===== config.mk =====
export PLATFORM = sky130hd
export DESIGN_NAME = lever_adc_scheduler
export DESIGN_NICKNAME = d
export VERILOG_FILES = /design/src/rtl/equilibrium_pkg.sv /design/src/rtl/lever_sample_convert.sv /design/src/rtl/lever_adc_scheduler.sv
export SDC_FILE = /design/constraint.sdc
export NUM_CORES = 1
export LEC_CHECK = 0
export CORE_ASPECT_RATIO = 1.1
export CORE_MARGIN = 2
export CORE_UTILIZATION = 35
export DETAILED_ROUTE_END_ITERATION = 6
export PLACE_DENSITY_LB_ADDON = 0.15
export SKIP_CTS_REPAIR_TIMING = 1
export SYNTH_ARGS = -nofsm -noshare
export SYNTH_HDL_FRONTEND = slang
export SYNTH_SLANG_ARGS = --single-unit

===== constraint.sdc =====
create_clock -name clock -period 5 [get_ports clock]
set_input_delay 1 -clock clock [delete_from_list [all_inputs] [get_ports clock]]
set_output_delay 1 -clock clock [all_outputs]
set_load 0.05 [all_outputs]

===== src/rtl/equilibrium_pkg.sv =====
// Shared types and constants for the lever ADC path: scan FSM states and the 14.2 lever word format.
// Pure declarations, no logic.
package equilibrium_pkg;

  typedef enum logic [2:0] {
    ST_IDLE,
    ST_START0,
    ST_WAIT0,
    ST_START1,
    ST_WAIT1,
    ST_COMMIT
  } lever_scan_state_t;

  localparam int LEVER_ADC_CENTER = 2048;
  localparam int LEVER_FRAC_BITS  = 2;

endpackage


===== src/rtl/lever_sample_convert.sv =====
// Raw ADC code -> signed 14.2 lever word: centre, optional deadband (LEVER_DEADBAND_EN), shift, saturate.
// Combinational, zero latency, no flow control.
module lever_sample_convert
  import equilibrium_pkg::*;
#(
  parameter int ADC_BITS   = 12,
  parameter int ADC_CENTER = LEVER_ADC_CENTER,
  parameter int FRAC_SHIFT = LEVER_FRAC_BITS,
  parameter int OUT_BITS   = 16,
  parameter int DEADBAND   = 8
) (
  input  logic [ADC_BITS-1:0] i_adc_data,
  output logic [OUT_BITS-1:0] o_word
);

  localparam int DW = ADC_BITS + 1;
  localparam int WW = DW + FRAC_SHIFT + OUT_BITS;
  localparam logic [DW-1:0] CENTER_C = DW'(ADC_CENTER);
  localparam logic signed [WW-1:0] MAX_C = {{(WW-OUT_BITS+1){1'b0}}, {(OUT_BITS-1){1'b1}}};
  localparam logic signed [WW-1:0] MIN_C = ~MAX_C;

  logic signed [DW-1:0] w_d;
  logic signed [DW-1:0] w_db;
  logic signed [WW-1:0] w_wide;

  // One extra bit keeps the centred value exact for every raw code.
  assign w_d = {1'b0, i_adc_data} - CENTER_C;

`ifdef LEVER_DEADBAND_EN
  assign w_db = (int'(w_d) <= DEADBAND && int'(w_d) >= -DEADBAND) ? '0 : w_d;
`else
  assign w_db = w_d;
`endif

  assign w_wide = {{(WW-DW){w_db[DW-1]}}, w_db} << FRAC_SHIFT;

  assign o_word = (w_wide > MAX_C) ? MAX_C[OUT_BITS-1:0] :
                  (w_wide < MIN_C) ? MIN_C[OUT_BITS-1:0] : w_wide[OUT_BITS-1:0];

endmodule


===== src/rtl/lever_adc_scheduler.sv =====
// Scans both levers through one shared ADC per sim_tick and publishes both words together; optional LEVER_DEADBAND_EN.
// Latency: tick->adc_start 1 cycle, last adc_done->words 2 cycles; ADC waits bounded by TIMEOUT_CYCLES, no backpressure.
module lever_adc_scheduler
  import equilibrium_pkg::*;
#(
  parameter int ADC_BITS       = 12,
  parameter int ADC_CENTER     = LEVER_ADC_CENTER,
  parameter int FRAC_SHIFT     = LEVER_FRAC_BITS,
  parameter int OUT_BITS       = 16,
  parameter int TIMEOUT_CYCLES = 50_000,
  parameter int DEADBAND       = 8
) (
  input  logic                clock,
  input  logic                reset,
  input  logic                sim_tick,
  input  logic                clear_flags,
  output logic                adc_start,
  output logic                adc_channel,
  input  logic                adc_done,
  input  logic [ADC_BITS-1:0] adc_data,
  output logic [OUT_BITS-1:0] al1Bits,
  output logic [OUT_BITS-1:0] al2Bits,
  output logic                sample_valid,
  output logic [1:0]          timeout_err,
  output logic                overrun_err
);

  localparam int CNT_W = $clog2(TIMEOUT_CYCLES + 1);
  localparam logic [CNT_W-1:0] TMO_C = CNT_W'(TIMEOUT_CYCLES);

  lever_scan_state_t   r_state;
  logic [CNT_W-1:0]    r_tmo_cnt;
  logic [OUT_BITS-1:0] r_shadow0, r_shadow1, r_al1, r_al2;
  logic                r_adc_start, r_adc_channel, r_sample_valid, r_overrun;
  logic [1:0]          r_timeout;

  logic [OUT_BITS-1:0] w_conv;
  logic                w_waiting, w_tmo_hit, w_step;
  logic [1:0]          w_tmo_set;
  logic                w_ovr_set;

  lever_sample_convert #(
    .ADC_BITS   (ADC_BITS),
    .ADC_CENTER (ADC_CENTER),
    .FRAC_SHIFT (FRAC_SHIFT),
    .OUT_BITS   (OUT_BITS),
    .DEADBAND   (DEADBAND)
  ) u_convert (
    .i_adc_data (adc_data),
    .o_word     (w_conv)
  );

  assign w_waiting = (r_state == ST_WAIT0) || (r_state == ST_WAIT1);
  assign w_tmo_hit = w_waiting && !adc_done && (r_tmo_cnt == TMO_C);
  // A timeout advances the scan exactly like a (data-less) adc_done.
  assign w_step    = w_waiting && (adc_done || w_tmo_hit);
  assign w_tmo_set = {w_tmo_hit && (r_state == ST_WAIT1), w_tmo_hit && (r_state == ST_WAIT0)};
  assign w_ovr_set = sim_tick && (r_state != ST_IDLE);

  always_ff @(posedge clock) begin
    if (reset) begin
      r_state        <= ST_IDLE;
      r_tmo_cnt      <= '0;
      r_shadow0      <= '0;
      r_shadow1      <= '0;
      r_al1          <= '0;
      r_al2          <= '0;
      r_adc_start    <= 1'b0;
      r_adc_channel  <= 1'b0;
      r_sample_valid <= 1'b0;
      r_overrun      <= 1'b0;
      r_timeout      <= 2'b00;
    end else begin
      r_adc_start    <= 1'b0;
      r_sample_valid <= 1'b0;
      r_overrun      <= w_ovr_set | (r_overrun & ~clear_flags);
      r_timeout      <= w_tmo_set | (r_timeout & {2{~clear_flags}});
      case (r_state)
        ST_IDLE: begin
          if (sim_tick) begin
            r_state       <= ST_START0;
            r_adc_start   <= 1'b1;
            r_adc_channel <= 1'b0;
          end
        end
        ST_START0: begin
          r_state   <= ST_WAIT0;
          r_tmo_cnt <= '0;
        end
        ST_WAIT0: begin
          if (adc_done) r_shadow0 <= w_conv;
          if (w_step) begin
            r_state       <= ST_START1;
            r_adc_start   <= 1'b1;
            r_adc_channel <= 1'b1;
          end else begin
            r_tmo_cnt <= r_tmo_cnt + 1'b1;
          end
        end
        ST_START1: begin
          r_state   <= ST_WAIT1;
          r_tmo_cnt <= '0;
        end
        ST_WAIT1: begin
          if (adc_done) r_shadow1 <= w_conv;
          if (w_step) r_state <= ST_COMMIT;
          else        r_tmo_cnt <= r_tmo_cnt + 1'b1;
        end
        ST_COMMIT: begin
          r_al1          <= r_shadow0;
          r_al2          <= r_shadow1;
          r_sample_valid <= 1'b1;
          r_state        <= ST_IDLE;
        end
        default: r_state <= ST_IDLE;
      endcase
    end
  end

  assign adc_start    = r_adc_start;
  assign adc_channel  = r_adc_channel;
  assign al1Bits      = r_al1;
  assign al2Bits      = r_al2;
  assign sample_valid = r_sample_valid;
  assign timeout_err  = r_timeout;
  assign overrun_err  = r_overrun;

endmodule


Word level (Yosys, flattened, before mapping)
Index checks and enable logic that the tools add are counted.
- bits in registers: 89
- bits of input ports: 17
- output and inout port bits: 38
- logic and storage cells: 65
- add/subtract/negate cells: 2
- order comparisons: 2
- equality and inequality tests: 10
- multiplexer cells: 15
- bitwise gates (word level): 5
- reductions and logical operators: 20
- operators with widths (kind ; count):
    2-to-1 mux 16 bit ; 3
    case mux 16 bit (2 select lines) ; 1
    adder 16 x 1 -> 16 bit (second input constant) ; 1
    == test 16 bit (second input constant) ; 1
    > comparator 15 x 16 -> 1 bit (second input constant) ; 1
    less-than comparator 15 x 16 -> 1 bit (second input constant) ; 1
    case mux 3 bit (5 select lines) ; 1
    subtractor 12 x 12 -> 13 bit (second input constant) ; 1
    2-to-1 mux 3 bit ; 3
    inequality test 2 bit (second input constant) ; 4
    == test 3 x 2 -> 1 bit (second input constant) ; 2
    == test 3 bit (second input constant) ; 2
    logical AND 1 bit ; 6
    AND reduction 2 bit ; 3
    AND reduction 3 bit ; 2
    2-to-1 mux 1 bit ; 5
    case mux 1 bit (2 select lines) ; 2
    nonzero test 2 bit ; 2
    OR reduction 2 bit ; 2
    == test 3 x 1 -> 1 bit (second input constant) ; 1
    logical NOT 3 bit ; 1
    nonzero test 3 bit ; 1
    bitwise AND 2 bit ; 1
    logical OR 1 bit ; 2
    5 further kinds ; 5

Longest topological paths before layout
- word-level depth: 8
- gate-level depth with buffers: 7
- gate-level depth less buffers: 6

Modules after synthesis
A second synthesis with hierarchy kept.
- cells, all modules: 445
- area, all modules: 3555.9 um2
- by module, submodules not included (module ; times used ; cells an instance ; area each (um2) ; seq. area each (um2)):
    lever_adc_scheduler ; 1 ; 428 ; 3435.8 ; 1781.7
    lever_sample_convert ; 1 ; 17 ; 120.1 ; 0.0

Worst setup path before layout
OpenSTA, ideal clock, no wires.
- path type: input to register
- from: in adc_done
- to: reg r_tmo_cnt[14]
- setup time: 0.070 ns
- arrival time: 2.299 ns
- required time: 4.930 ns
- path slack: 2.630 ns
- stages on the path: 6
- buffers on the path: 2
- cells stage by stage: nor2_1 > or4b_1 > buf_2 > buf_6 > or4_1 > a21oi_1
- word-level cells in the longest chain between the ends: 7
- RTL lines (what ; line ; source):
    start: declaration ; lever_adc_scheduler.sv:19 ; input logic adc_done,
    logical NOT 1 bit ; lever_adc_scheduler.sv:54 ; assign w_tmo_hit = w_waiting && !adc_done && (r_tmo_cnt == TMO_C);
    logical AND 1 bit (2 in series) ; lever_adc_scheduler.sv:54 ;
    logical OR 1 bit (*) ; lever_adc_scheduler.sv:56 ; assign w_step = w_waiting && (adc_done || w_tmo_hit);
    logical AND 1 bit (*) ; lever_adc_scheduler.sv:56 ;
    inequality test 2 bit (no line) (*) ; n/a ;
    AND reduction 2 bit (no line) (*) ; n/a ;
    end signal: assignment ; lever_adc_scheduler.sv:97 ; r_tmo_cnt <= r_tmo_cnt + 1'b1;
    end signal: assignment ; lever_adc_scheduler.sv:107 ; else r_tmo_cnt <= r_tmo_cnt + 1'b1;
    end: declaration ; lever_adc_scheduler.sv:32 ; logic [CNT_W-1:0] r_tmo_cnt;
Every way passes the cells marked *; elsewhere a longest branch is shown, timed or not.
A chain may end at the register's enable or synchronous reset.

Worst setup path in the final report
- from: in adc_done
- to: reg r_tmo_cnt[11]
The elaborated chain is that of the path after synthesis.

==> results.cfg <==
[yosys]
synth_top_family_by_area = simple AND/OR/NAND/NOR gates
synth_ff_type = dfxtp_1
synth_top_area_frac = 0.494
synthAdderAreaFrac = 0.00846
yosys_warnings = 0
synth_cell_types = 37
ys_seq_area_frac = 0.494
yosysTopAreaCell = dfxtp_1
synth_edf_count = 0
ys_ff_latch = 73
async_reset_ff_frac = 0
syn_area_um2 = 2960
synth_xor_area_frac = 0.00592
synth_compound_area_frac = 0.154
yosys-mux-area-fraction = 0.0101
syn_inst = 368
synthSimpleGateAreaFrac = 0.263
synthTopCellsByArea = dfxtp_1 49%, nand2_1 13%, a21oi_1 11%
syn_avg_cell_area_um2 = 8.04

[hold_path]
hold_path_class = reg -> reg

[die]
placementRows = 35
coreArea_um2 = 8280
initial_core_util = 0.358
dieWidth_um = 91.7
design.die.area_um2 = 9210
io_pins = 55
dieHeight_um = 100

[placement]
place.port_buffers = 50
dp_hpwl_um = 4520
dp.cells = 498
place_congestion = 0.777
dpl-instance-area_um2 = 3430

[finish]
fillers = 824
n_antenna_cell = 0
nets = 417
final_util = 0.443
area_delta_synth_final_pct = 24.0
drive_above_1_share = 0.0447
final_area_um2 = 3670
final_cells = 514

[timing]
tns_ps = 0
clock.fmax_mhz = 361
maxSlewViolCount = 0
skew_ps = 6.81
period_needed_ps = 2770
max-slew-margin-rel = 0.250
rsz0062_at_grt = false
hold_viol_final = 0
fin_crit_sh = 0.555
tightest_slew_ps = 1120
setup_viol = 0

[global_route]
antenna_found_initial = 0
grt_pass1_vias = 2429
globalRouteTotalUtil = 0.151
grt_pass1_wl_um = 11100
grt-ovfl-total = 0
grt_max_degree = 63

[power]
p_per_area_nw_per_um2 = 339
p_leak_nw = 1.15
power.total_mw = 1.24
peakVddDrop_mv = 0.181

[setup_path]
critPathRequiredTime_ps = 5270
critical_path.cell_chain = clkdlybuf4s50_1, nor2_1, or4b_1, or4_1, a21oi_1
path_max_fanout = 16
cp.arrival_ps = 3050
crit_path_max_incr_delay_ps = 680
cp-end-kind = register
worstSetupPathType = in -> reg
start_kind = input pin
cpMaxStageDelayCell = or4b_1

[drt]
first_iter_violations = 109
via_per_inst = 4.97
routed_wl_um = 6840
drc_errors = 0
wl_per_cell_um = 13.3
first_pass_iters = 4
vias = 2553
final_antenna_net_count = 0

[clock_tree]
cts-buffers-inserted = 9
cts_root_buffer = clkbuf_8
cts.path.max_buffers = 2
clk_pin_slew_ps = 80
cts_tree = built
clock_latency_ps = 340
htreeDepth = 3
cts.sinks = 73

[run]
drv_cap = 0

[status]
status = finished clean
## kinds of logic (layout without fill, tap and decap cells)
group | count (synthesis) | count (layout)
buffers and inverters | 39 | 71
flip-flops | 73 | 73
XOR/XNOR | 2 | 2
multiplexers | 3 | 3
AO/OA/AOI/OAI | 83 | 83
AND/OR/NAND/NOR | 165 | 165
adder cells (fa/ha/maj) | 2 | 2
other | 1 | 4
## metal layers
layer	up-vias	global-route usage	part of all wire
met5	-	0	0
met4	0	0.0699	0.016
met3	8	0.0293	0.031
met2	37	0.268	0.51
met1	1207	0.176	0.45
li1	1301	-	-
## final cells by class
| cell class | count | area (µm²) | area share |
|---|---|---|---|
| Clock buffer | 10 | 138 | 0.0375 |
| Clock inverter | 6 | 97.6 | 0.0266 |
| Inverter | 5 | 18.8 | 0.00511 |
| Multi-Input combinational cell | 259 | 1320 | 0.360 |
| Sequential cell | 73 | 1460 | 0.398 |
| Tap cell | 111 | 139 | 0.0378 |
| Timing Repair Buffer | 50 | 495 | 0.135 |
## cells in the mapped netlist (all sizes together), types with 5 or more instances
cell type,number
a21oi,66
buf,12
clkbuf,22
dfxtp,73
inv,5
nand2,102
nand2b,5
nand3,8
nand4,5
nor2,9
o31ai,10
or4,10
## metrics by stage
stage	worst slack (ps)	hold slack (ps)
floorplan	2630	432
global placement	1940	438
detailed placement	1900	446
CTS	2260	454
global route	2100	469
finish	2230	455
## worst paths after layout
kind / startpoint / endpoint / slack, ps / cells past startpoint
hold / removal: r_shadow0[14] / al1Bits[14] / 460 / 2
setup reg to reg: r_state[2] / r_tmo_cnt[11] / 2750 / 4
hold reg to reg: r_shadow0[14] / al1Bits[14] / 460 / 2
setup / recovery: adc_done / r_tmo_cnt[11] / 2230 / 5
## where the power goes
group | internal [mW] | switching [mW]
Clock | 0.303 | 0.237
Combinational | 0.0354 | 0.0627
Sequential | 0.593 | 0.0136
## layout by cell type, fill, tap and decap left out, types with 2 or more instances in the layout
| cell type | count |
|---|---|
| nand2_1 | 102 |
| dfxtp_1 | 73 |
| a21oi_1 | 66 |
| clkdlybuf4s50_1 | 49 |
| o31ai_1 | 10 |
| or4_1 | 10 |
| clkbuf_8 | 10 |
| nor2_1 | 9 |
| nand3_1 | 8 |
| inv_1 | 5 |
| nand2b_1 | 5 |
| nand4_1 | 5 |
| nor4_1 | 4 |
| nor3_1 | 4 |
| or3_1 | 4 |
| conb_1 | 4 |
| o21ai_0 | 3 |
| mux2i_1 | 3 |
| xnor2_1 | 2 |
| and3b_1 | 2 |
| and4_1 | 2 |
| a211oi_1 | 2 |
| nand3b_1 | 2 |
| ha_1 | 2 |
| inv_6 | 2 |
| bufinv_16 | 2 |
## state kept, by name, summed over array words and instances (netlist names)
register and count:
r_state 3, r_shadow0 12, r_shadow1 12, overrun_err 1, timeout_err 2, al1Bits 12, al2Bits 12, adc_start 1
r_tmo_cnt 16, sample_valid 1, adc_channel 1
## critical path, delay by kind of cell
kind | cells | cell delay (ps)
AND/OR/NAND/NOR | 3 | 1390
buffers and inverters | 1 | 500
AO/OA/AOI/OAI | 1 | 150
Note: power is estimated with default switching activity, not from simulation.
